<file path="src/rtl/layer_priority_arbiter.sv">
// ---------------------------------------------------------------------------
// layer_priority_arbiter
//
// Per-pixel arbiter that picks one of NUM_LAYERS drawing layers (or the
// background) according to a programmable priority order. A new order is
// written into a shadow register through a valid/ready handshake and only
// becomes active at the next start of frame, so a frame is never drawn with
// a mix of two orders.
//
// Optional build macro:
//   LAYER_COLLISION_DETECT_EN - when defined, per-layer overlap flags are
//                               accumulated over each frame and published on
//                               collisionMask at the following startOfFrame.
//                               When undefined, collisionMask is tied to 0.
//
// Ports:
//   clk                 in   pixel clock
//   reset               in   synchronous active-high reset
//   startOfFrame        in   one-cycle pulse at the first pixel of a frame
//   layerDrawingRequest in   per-layer draw request for the current pixel
//   layerRGB            in   per-layer RGB332 colour
//   backGroundRGB       in   background colour
//   cfgValid            in   priority-update request
//   cfgOrder            in   packed layer indices, [1:0] highest priority
//   cfgReady            out  update can be accepted (config FSM idle)
//   cfgError            out  one-cycle pulse on accepted non-permutation
//   pixelRGB            out  selected colour, one cycle after the inputs
//   pixelFromLayer      out  pixelRGB came from a layer
//   pixelLayer          out  winning layer index (0 for background)
//   collisionMask       out  overlap flags of the previous frame
// ---------------------------------------------------------------------------
module layer_priority_arbiter #(
    parameter int unsigned NUM_LAYERS = 4,
    parameter int unsigned RGB_W      = 8
) (
    input  logic                                        clk,
    input  logic                                        reset,
    input  logic                                        startOfFrame,
    input  logic [NUM_LAYERS-1:0]                       layerDrawingRequest,
    input  logic [NUM_LAYERS-1:0][RGB_W-1:0]            layerRGB,
    input  logic [RGB_W-1:0]                            backGroundRGB,
    input  logic                                        cfgValid,
    input  logic [NUM_LAYERS*$clog2(NUM_LAYERS)-1:0]    cfgOrder,
    output logic                                        cfgReady,
    output logic                                        cfgError,
    output logic [RGB_W-1:0]                            pixelRGB,
    output logic                                        pixelFromLayer,
    output logic [$clog2(NUM_LAYERS)-1:0]               pixelLayer,
    output logic [NUM_LAYERS-1:0]                       collisionMask
);

    localparam int unsigned IDX_W   = $clog2(NUM_LAYERS);
    localparam int unsigned ORDER_W = NUM_LAYERS * IDX_W;

    // Slot k holds layer k: layer 0 has the highest priority.
    function automatic logic [ORDER_W-1:0] identity_order();
        logic [ORDER_W-1:0] o;
        o = '0;
        for (int unsigned k = 0; k < NUM_LAYERS; k++) begin
            o[k*IDX_W +: IDX_W] = IDX_W'(k);
        end
        return o;
    endfunction

    localparam logic [ORDER_W-1:0] IDENTITY = identity_order();

    typedef enum logic [0:0] {StIdle, StPending} cfg_state_e;

    cfg_state_e          r_cfg_state;
    cfg_state_e          w_cfg_state_d;
    logic [ORDER_W-1:0]  r_active;
    logic [ORDER_W-1:0]  w_active_d;
    logic [ORDER_W-1:0]  r_shadow;
    logic [ORDER_W-1:0]  w_shadow_d;
    logic                r_cfg_error;
    logic                w_cfg_error_d;

    logic [NUM_LAYERS-1:0] w_seen;
    logic                  w_is_perm;
    logic [ORDER_W-1:0]    w_order;
    logic                  w_hit;
    logic [IDX_W-1:0]      w_win;
    logic [IDX_W-1:0]      w_slot;

    logic [RGB_W-1:0]      r_pixel_rgb;
    logic                  r_pixel_from_layer;
    logic [IDX_W-1:0]      r_pixel_layer;

    // An order is legal only if every layer index appears exactly once.
    always_comb begin
        w_seen = '0;
        for (int unsigned k = 0; k < NUM_LAYERS; k++) begin
            w_seen[cfgOrder[k*IDX_W +: IDX_W]] = 1'b1;
        end
        w_is_perm = &w_seen;
    end

    // ------------------------------------------------------------------
    // Config FSM
    // ------------------------------------------------------------------
    always_ff @(posedge clk) begin
        if (reset) begin
            r_cfg_state <= StIdle;
            r_active    <= IDENTITY;
            r_shadow    <= IDENTITY;
            r_cfg_error <= 1'b0;
        end else begin
            r_cfg_state <= w_cfg_state_d;
            r_active    <= w_active_d;
            r_shadow    <= w_shadow_d;
            r_cfg_error <= w_cfg_error_d;
        end
    end

    always_comb begin
        w_cfg_state_d = r_cfg_state;
        w_active_d    = r_active;
        w_shadow_d    = r_shadow;
        w_cfg_error_d = 1'b0;
        case (r_cfg_state)
            StIdle: begin
                // cfgReady is 1 here, so cfgValid alone means accepted.
                if (cfgValid) begin
                    if (w_is_perm) begin
                        w_shadow_d    = cfgOrder;
                        w_cfg_state_d = StPending;
                    end else begin
                        w_cfg_error_d = 1'b1;
                    end
                end
            end
            StPending: begin
                if (startOfFrame) begin
                    w_active_d    = r_shadow;
                    w_cfg_state_d = StIdle;
                end
            end
            default: w_cfg_state_d = StIdle;
        endcase
    end

    assign cfgReady = (r_cfg_state == StIdle);
    assign cfgError = r_cfg_error;

    // ------------------------------------------------------------------
    // Arbitration
    // ------------------------------------------------------------------
    // The pending order already governs the first pixel of the new frame.
    assign w_order = ((r_cfg_state == StPending) && startOfFrame) ? r_shadow : r_active;

    // Walk from lowest to highest priority so the highest active slot wins.
    always_comb begin
        w_hit  = 1'b0;
        w_win  = '0;
        w_slot = '0;
        for (int unsigned k = 0; k < NUM_LAYERS; k++) begin
            w_slot = w_order[(NUM_LAYERS-1-k)*IDX_W +: IDX_W];
            if (layerDrawingRequest[w_slot]) begin
                w_hit = 1'b1;
                w_win = w_slot;
            end
        end
    end

    always_ff @(posedge clk) begin
        if (reset) begin
            r_pixel_rgb        <= '0;
            r_pixel_from_layer <= 1'b0;
            r_pixel_layer      <= '0;
        end else begin
            r_pixel_rgb        <= w_hit ? layerRGB[w_win] : backGroundRGB;
            r_pixel_from_layer <= w_hit;
            r_pixel_layer      <= w_hit ? w_win : '0;
        end
    end

    assign pixelRGB       = r_pixel_rgb;
    assign pixelFromLayer = r_pixel_from_layer;
    assign pixelLayer     = r_pixel_layer;

    // ------------------------------------------------------------------
    // Collision detection
    // ------------------------------------------------------------------
`ifdef LAYER_COLLISION_DETECT_EN
    logic [NUM_LAYERS-1:0] r_coll_acc;
    logic [NUM_LAYERS-1:0] r_coll_mask;
    logic [NUM_LAYERS-1:0] w_coll_bits;

    // x & (x-1) is non-zero exactly when two or more bits are set.
    assign w_coll_bits = ((layerDrawingRequest & (layerDrawingRequest - 1'b1)) != '0)
                         ? layerDrawingRequest : '0;

    always_ff @(posedge clk) begin
        if (reset) begin
            r_coll_acc  <= '0;
            r_coll_mask <= '0;
        end else if (startOfFrame) begin
            r_coll_mask <= r_coll_acc;
            r_coll_acc  <= w_coll_bits;
        end else begin
            r_coll_acc  <= r_coll_acc | w_coll_bits;
        end
    end

    assign collisionMask = r_coll_mask;
`else
    assign collisionMask = '0;
`endif

endmodule

</file>
<file path="config.mk">
export PLATFORM = sky130hd
export DESIGN_NAME = layer_priority_arbiter
export DESIGN_NICKNAME = d
export VERILOG_FILES = /design/src/rtl/layer_priority_arbiter.sv
export SDC_FILE = /design/constraint.sdc
export NUM_CORES = 1
export LEC_CHECK = 0
export CELL_PAD_IN_SITES_DETAIL_PLACEMENT = 1
export CELL_PAD_IN_SITES_GLOBAL_PLACEMENT = 2
export CORE_MARGIN = 2
export CORE_UTILIZATION = 24
export DETAILED_ROUTE_END_ITERATION = 10
export PLACE_DENSITY_LB_ADDON = 0.1
export REMOVE_ABC_BUFFERS = 1
export SLEW_MARGIN = 20
export SYNTH_ARGS = -nofsm -noshare
export SYNTH_HDL_FRONTEND = slang
export SYNTH_SLANG_ARGS = --single-unit
export TNS_END_PERCENT = 50
</file>
<file path="constraint.sdc">
create_clock -name clk -period 2.9 [get_ports clk]
set_clock_uncertainty 0.15 [all_clocks]
set_input_delay 0.29 -clock clk [delete_from_list [all_inputs] [get_ports clk]]
set_output_delay 0.29 -clock clk [all_outputs]
set_load 0.03 [all_outputs]
</file>
==> results of run 1 <==
==> layer usage <==
layer | up-vias | global-route usage | routed length (µm)
met4 | 0 | 0.0366 | 26
li1 | 832 | - | -
met5 | - | 0 | 0
met3 | 2 | 0.0646 | 559
met2 | 68 | 0.224 | 2320
met1 | 763 | 0.159 | 2200
==> worst min-delay path, stage by stage, from the launching register on <==
cell and delay [ns]:
dfxtp_1 0.32, mux2i_1 0.06, nor2_1 0.07
==> where the power goes <==
| part | switching, mW | internal, mW |
|---|---|---|
| Sequential | 0.0128 | 0.423 |
| Combinational | 0.144 | 0.171 |
| Clock | 0.156 | 0.280 |
==> placed cells by master, fill, tap and decap left out, types with 2 or more instances in the layout <==
cell type and count:
o21ai_0 2, clkbuf_8 6, mux2i_1 35, nor2b_1 5, a31oi_1 2, o22ai_1 3
dfxtp_1 29, a21oi_1 4, a22o_1 8, o31ai_1 2, and2_1 2, nand2b_1 6
o221ai_1 2, clkdlybuf4s50_1 68, conb_1 4, o211ai_1 2, inv_1 12, o21a_1 2
buf_4 15, o21ai_1 2, nor2_1 16, mux2_2 2, a22oi_1 3, nand2_1 16
==> stage by stage <==
stage                     instance area [µm²]  setup WS (ns)  hold WS (ns)   util  TNS [ns]
after floorplan                          1660         -0.187         0.212      -     -1.14
after detailed placement                 2600         -0.166         0.334  0.364     -1.05
final                                    2730          0.153         0.339  0.382         0
after global routing                     2730         0.0165         0.398  0.382         0
after CTS                                2720          0.107         0.351  0.381         0
after global placement                   2600         -0.131         0.324  0.364    -0.796
==> cell type report <==
cell class | count | area (µm²) | share of cell area
Inverter | 12 | 45.0 | 0.0165
Clock buffer | 7 | 86.3 | 0.0317
Sequential cell | 29 | 581 | 0.213
Timing Repair Buffer | 84 | 813 | 0.298
Clock inverter | 1 | 30.0 | 0.0110
Multi-Input combinational cell | 139 | 1050 | 0.384
Tap cell | 99 | 124 | 0.0454
==> logic make-up (layout without fill, tap and decap cells) <==
kind of cell,after synthesis,after routing,share of synthesized area
buffers and inverters,22,104,0.0782
DFF,29,29,0.333
muxes,42,42,0.258
and+or+nand+nor,51,51,0.146
other,1,4,0.00215
AOI/OAI and AO/OA,42,42,0.184
==> worst max-delay path by stage <==
stage                  from          end  slack [ns]  cells past startpoint
4_1_cts        startOfFrame  pixelRGB[7]        0.11                     10
2_1_floorplan   r_cfg_state  pixelRGB[7]       -0.19                      8
3_5_place_dp   startOfFrame  pixelRGB[7]       -0.17                     10
6_report       startOfFrame  pixelRGB[7]        0.15                     11
5_1_grt        startOfFrame  pixelRGB[7]        0.02                     11
3_3_place_gp   startOfFrame  pixelRGB[6]       -0.13                     10
==> registers in the layout (all words and copies together) (netlist names) <==
| name | flops |
|---|---|
| r_cfg_state | 1 |
| pixelFromLayer | 1 |
| r_active | 8 |
| r_shadow | 8 |
| pixelLayer | 2 |
| cfgError | 1 |
| pixelRGB | 8 |
==> impl_metrics.ini, run 1 <==
[final_layout]
instances_no_fill = 371
n_fill_cell = 855
insertedDiodeCount = 0
syn2layout_area_growth_pct = 56.3
nets = 327
drive_above_1_share = 0.121

[worst_setup_path]
r2r-start = r_cfg_state
critPathMaxStageDelay_ns = 0.52
cp-end-kind = register
start_kind = primary input
slowest_stage = clkdlybuf4s50_1
crit_fanout = 17
cp.required_ns = 2.91
r2r-end = pixelRGB[7]
rr_worst_depth = 10
cp.arrival_ns = 2.76
critical_path.cell_chain = clkdlybuf4s50_1 -> nand2_4 -> buf_4 -> mux2_4 -> mux4_2 -> nand2b_1 -> o21ai_2 -> buf_12 -> mux2i_1 -> mux2i_1 -> a22o_1
path_class = primary input to register
cp_num_buf_inv = 3
ff2ff_setup_slack_ns = 0.30
crit_family = multiplexers
crit_top_cell = mux2i_1

[placement]
place_inst = 363
numPortBuffers = 68
hpwl_um = 4130
gp_congestion = 0.741

[logic_synthesis]
synth_enable_flop_cells = 0
synth_top_area_cell = dfxtp_1
netlist_top_cells_count = 35 x mux2i_1, 29 x dfxtp_1, 16 x nand2_1, 16 x nor2_1, 12 x inv_1
ys_ff_latch = 29
synth_most_common_cell = mux2i_1
ys.flop_type = dfxtp_1
yosysSeqAreaShare = 0.333
async_flop_share = 0
synth_cells = 187
synth_warnings = 0
yosys-top-cells-area = dfxtp_1 33%, mux2i_1 20%, a22o_1 4.0%, nand2_1 3.4%, nor2_1 3.4%
synth_cell_type_count = 45
avgSynthCellArea_um2 = 9.33
synth_area_mm2 = 0.00174
synth_top_area_frac = 0.333

[min_path]
hp-start = r_active[3]
worstHoldPathType = register to register
whs_path_depth = 2
holdPathEnd = r_active[3]

[cts]
cts_made_buffers = 5
path_clk_slew_ns = 0.06
htree_levels = 2
clock-root-buffer = clkbuf_8
cts_buffer_depth = 2
cts_resized = 0
clock_latency_ns = 0.28
post_cts_buffers = 0
cts_num_sinks = 29
hold_buffers = 0
cts_tree = built

[routing]
antenna_left = 0
drc = 0
firstDrtPassIters = 4
routedWlPerCell_um = 13.7
first_iter_violations = 43
vias = 1665
viasPerCell = 4.49
totalWireLength_um = 5100

[sta]
rsz0062_at_grt = false
report.final.slew_viol_count = 0
worst_pin_slew_ns = 0.513
max_freq_mhz = 364
period_share = 0.947
relSlewSlack = 0.658
fin_crit_ns = 2.75
setup_viol = 0
hold_violations = 0

[run_status]
status = finished, final reports clean

[global_routing]
grt_max_degree = 18
grt_pass1_vias = 1662
grt_pass1_wl_um = 8140
grt.total_usage = 0.136
overflow = 0
grt_antenna_before_repair = 0

[pwr]
power.total_mw = 1.19
vdd_drop_max_uv = 135
leakage_nw = 1.22
p_per_area_mw_per_mm2 = 435

[run]
cap_violations = 0

[floorplanning]
initial_core_util = 0.244
die_w_um = 89.3
dieArea_mm2 = 0.00797
ios = 73
rows = 31
fp.coreArea_mm2 = 0.00714
fp.dieH_um = 89.3
No activity file was read; power rests on OpenSTA's default activity.
==> run 2, diff against run 1 <==
--- a/config.mk
+++ b/config.mk
@@ -12,7 +12,7 @@
 export DETAILED_ROUTE_END_ITERATION = 10
 export PLACE_DENSITY_LB_ADDON = 0.1
 export REMOVE_ABC_BUFFERS = 1
-export SLEW_MARGIN = 20
+export SLEW_MARGIN = 10
 export SYNTH_ARGS = -nofsm -noshare
 export SYNTH_HDL_FRONTEND = slang
 export SYNTH_SLANG_ARGS = --single-unit
==> constraint.sdc (replaced) <==
create_clock -name clk -period 2.9 [get_ports clk]
set_clock_uncertainty 0.15 [all_clocks]
set_input_delay 0.435 -clock clk [delete_from_list [all_inputs] [get_ports clk]]
set_output_delay 0.435 -clock clk [all_outputs]
set_load 0.03 [all_outputs]
==> run 2 against run 1 <==
Compared with the run above: critical path depth shrank 1; combinational power grew 6.7%; sequential power is essentially flat; register-to-register slack lost 0.02 ns; worst hold slack gained 0.0077 ns; total power grew 2.4%; via count grew 1.3%; first-iteration DRC count shrank 30%; clock-buffer cell count is the same; die area is the same; global-route usage shrank 0.50 points; sequential share of layout area shrank 0.89 points.
==> impl_metrics.ini, run 2 (synthesized netlist as in run 1, its figures left out) <==
[floorplanning]
ios = 73
rows = 31
fp.dieH_um = 89.3
initial_core_util = 0.244
die_w_um = 89.3
fp.coreArea_mm2 = 0.00714
dieArea_mm2 = 0.00797

[sta]
setup_tns_ns = 0
fin_hold_ws_ns = 0.347
fin_crit_ns = 2.62
relSlewSlack = 0.630
fin_ws_ns = 0.281
setup_viol = 0
report.final.slew_viol_count = 0
rsz0062_at_grt = false
max_freq_mhz = 382
hold_violations = 0
period_share = 0.903
worst_pin_slew_ns = 0.555

[cts]
cts_made_buffers = 5
cts_tree = built
clock-root-buffer = clkbuf_8
clock_latency_ns = 0.28
cts_num_sinks = 29
htree_levels = 2
cts_buffer_depth = 2
path_clk_slew_ns = 0.07

[final_layout]
fin_util = 0.399
final_common_cell = clkdlybuf4s50_1
instances_no_fill = 379
nets = 335
syn2layout_area_growth_pct = 63.1
layout.cells.most_common_list = 67 x clkdlybuf4s50_1, 34 x mux2i_1, 29 x dfxtp_1
insertedDiodeCount = 0
drive_above_1_share = 0.154

[placement]
hpwl_um = 4150
numPortBuffers = 68
gp_congestion = 0.752
dpl_worst_slack_ns = -0.302
place_inst = 367

[routing]
viasPerCell = 4.45
drc = 0
totalWireLength_um = 5290
antenna_left = 0
firstDrtPassIters = 4
routedWlPerCell_um = 13.9
vias = 1687
first_iter_violations = 30

[pwr]
vdd_drop_max_uv = 157
p_per_area_mw_per_mm2 = 427
leakage_nw = 1.28

[worst_setup_path]
crit_fanout = 8
slowest_stage = clkdlybuf4s50_1
cp.arrival_ns = 2.65
cp.required_ns = 2.93
path_class = primary input to register
r2r-start = r_cfg_state
r2r-end = pixelRGB[1]
cp_num_buf_inv = 3
rr_worst_depth = 10
cp-end-kind = register
crit_family = buffers and inverters
ff2ff_setup_slack_ns = 0.28
critical_path.cell_chain = clkdlybuf4s50_1 -> nor3b_1 -> o31ai_1 -> buf_4 -> o2111a_1 -> o21ai_4 -> clkbuf_16 -> mux2i_1 -> mux2i_1 -> a22o_1
critPathMaxStageDelay_ns = 0.58
crit_top_cell = mux2i_1
start_kind = primary input

[run]
cap_violations = 0

[min_path]
hp-start = r_active[3]
whs_path_depth = 2
worstHoldPathType = register to register
holdPathEnd = r_active[3]

[global_routing]
overflow = 0
grt_pass1_wl_um = 7870
grt_max_degree = 18
grt_antenna_before_repair = 0
grt_pass1_vias = 1644
grt.total_usage = 0.131

[run_status]
status = finished, final reports clean
[run 2: changes by cell type in the layout (fill, tap and decap cells not counted), sizes merged]
| cell | delta |
|---|---|
| buf | +6 |
| clkbuf | +2 |
| clkdlybuf4s50 | -1 |
| dlymetal6s2s | +1 |
[run 2: repair_timing]
action	CTS	global route
resized for setup	1	9
setup buffers	0	1
hold buffers	0	0
endpoints found under the hold margin	0	0
pin swaps	0	1
setup endpoints to repair	1	8
cloned	0	3
[run 2: layout make-up]
type / count / area, µm²
Clock buffer: 7 / 86.3
Clock inverter: 1 / 30.0
Fill cell: 838 / 4290
Inverter: 12 / 45.0
Multi-Input combinational cell: 139 / 1060
Sequential cell: 29 / 581
Tap cell: 99 / 124
Timing Repair Buffer: 92 / 915
[run 2: worst min-delay path: cells and delay by family (launching register included)]
family	cells	cell delay [ns]
AND/OR/NAND/NOR	1	0.07
flip-flops	1	0.32
multiplexers	1	0.07
[run 2: where the power goes]
group | total [mW] | internal [mW] | leakage [nW] | switching (mW)
Combinational | 0.336 | 0.186 | 0.984 | 0.150
Clock | 0.444 | 0.280 | 0.0585 | 0.164
Sequential | 0.436 | 0.423 | 0.238 | 0.0126
Total | 1.22 | 0.889 | 1.28 | 0.327
[run 2: through the flow]
| stage | power [mW] | cell area, µm² |
|---|---|---|
| 2_1_floorplan | 0.597 | 1660 |
| 3_3_place_gp | 0.764 | 2630 |
| 6_report | 1.22 | 2850 |
| 5_1_grt | 1.28 | 2850 |
| 3_5_place_dp | 0.766 | 2630 |
| 4_1_cts | 1.22 | 2760 |
[run 2: worst max path at each step]
stage	cells past startpoint	startpoint	to
final	10	layerDrawingRequest[0]	pixelRGB[1]
after global routing	10	layerDrawingRequest[0]	pixelRGB[7]
after CTS	11	startOfFrame	pixelRGB[7]
after detailed placement	10	startOfFrame	pixelRGB[7]
after global placement	10	startOfFrame	pixelRGB[6]
after floorplan	8	startOfFrame	pixelRGB[7]
[run 2: layer usage]
layer,global-route usage,up-vias,part of all wire
met3,0.0646,6,0.092
li1,-,849,-
met1,0.155,770,0.45
met4,0.0326,0,0.0096
met2,0.213,62,0.45
met5,0,-,0
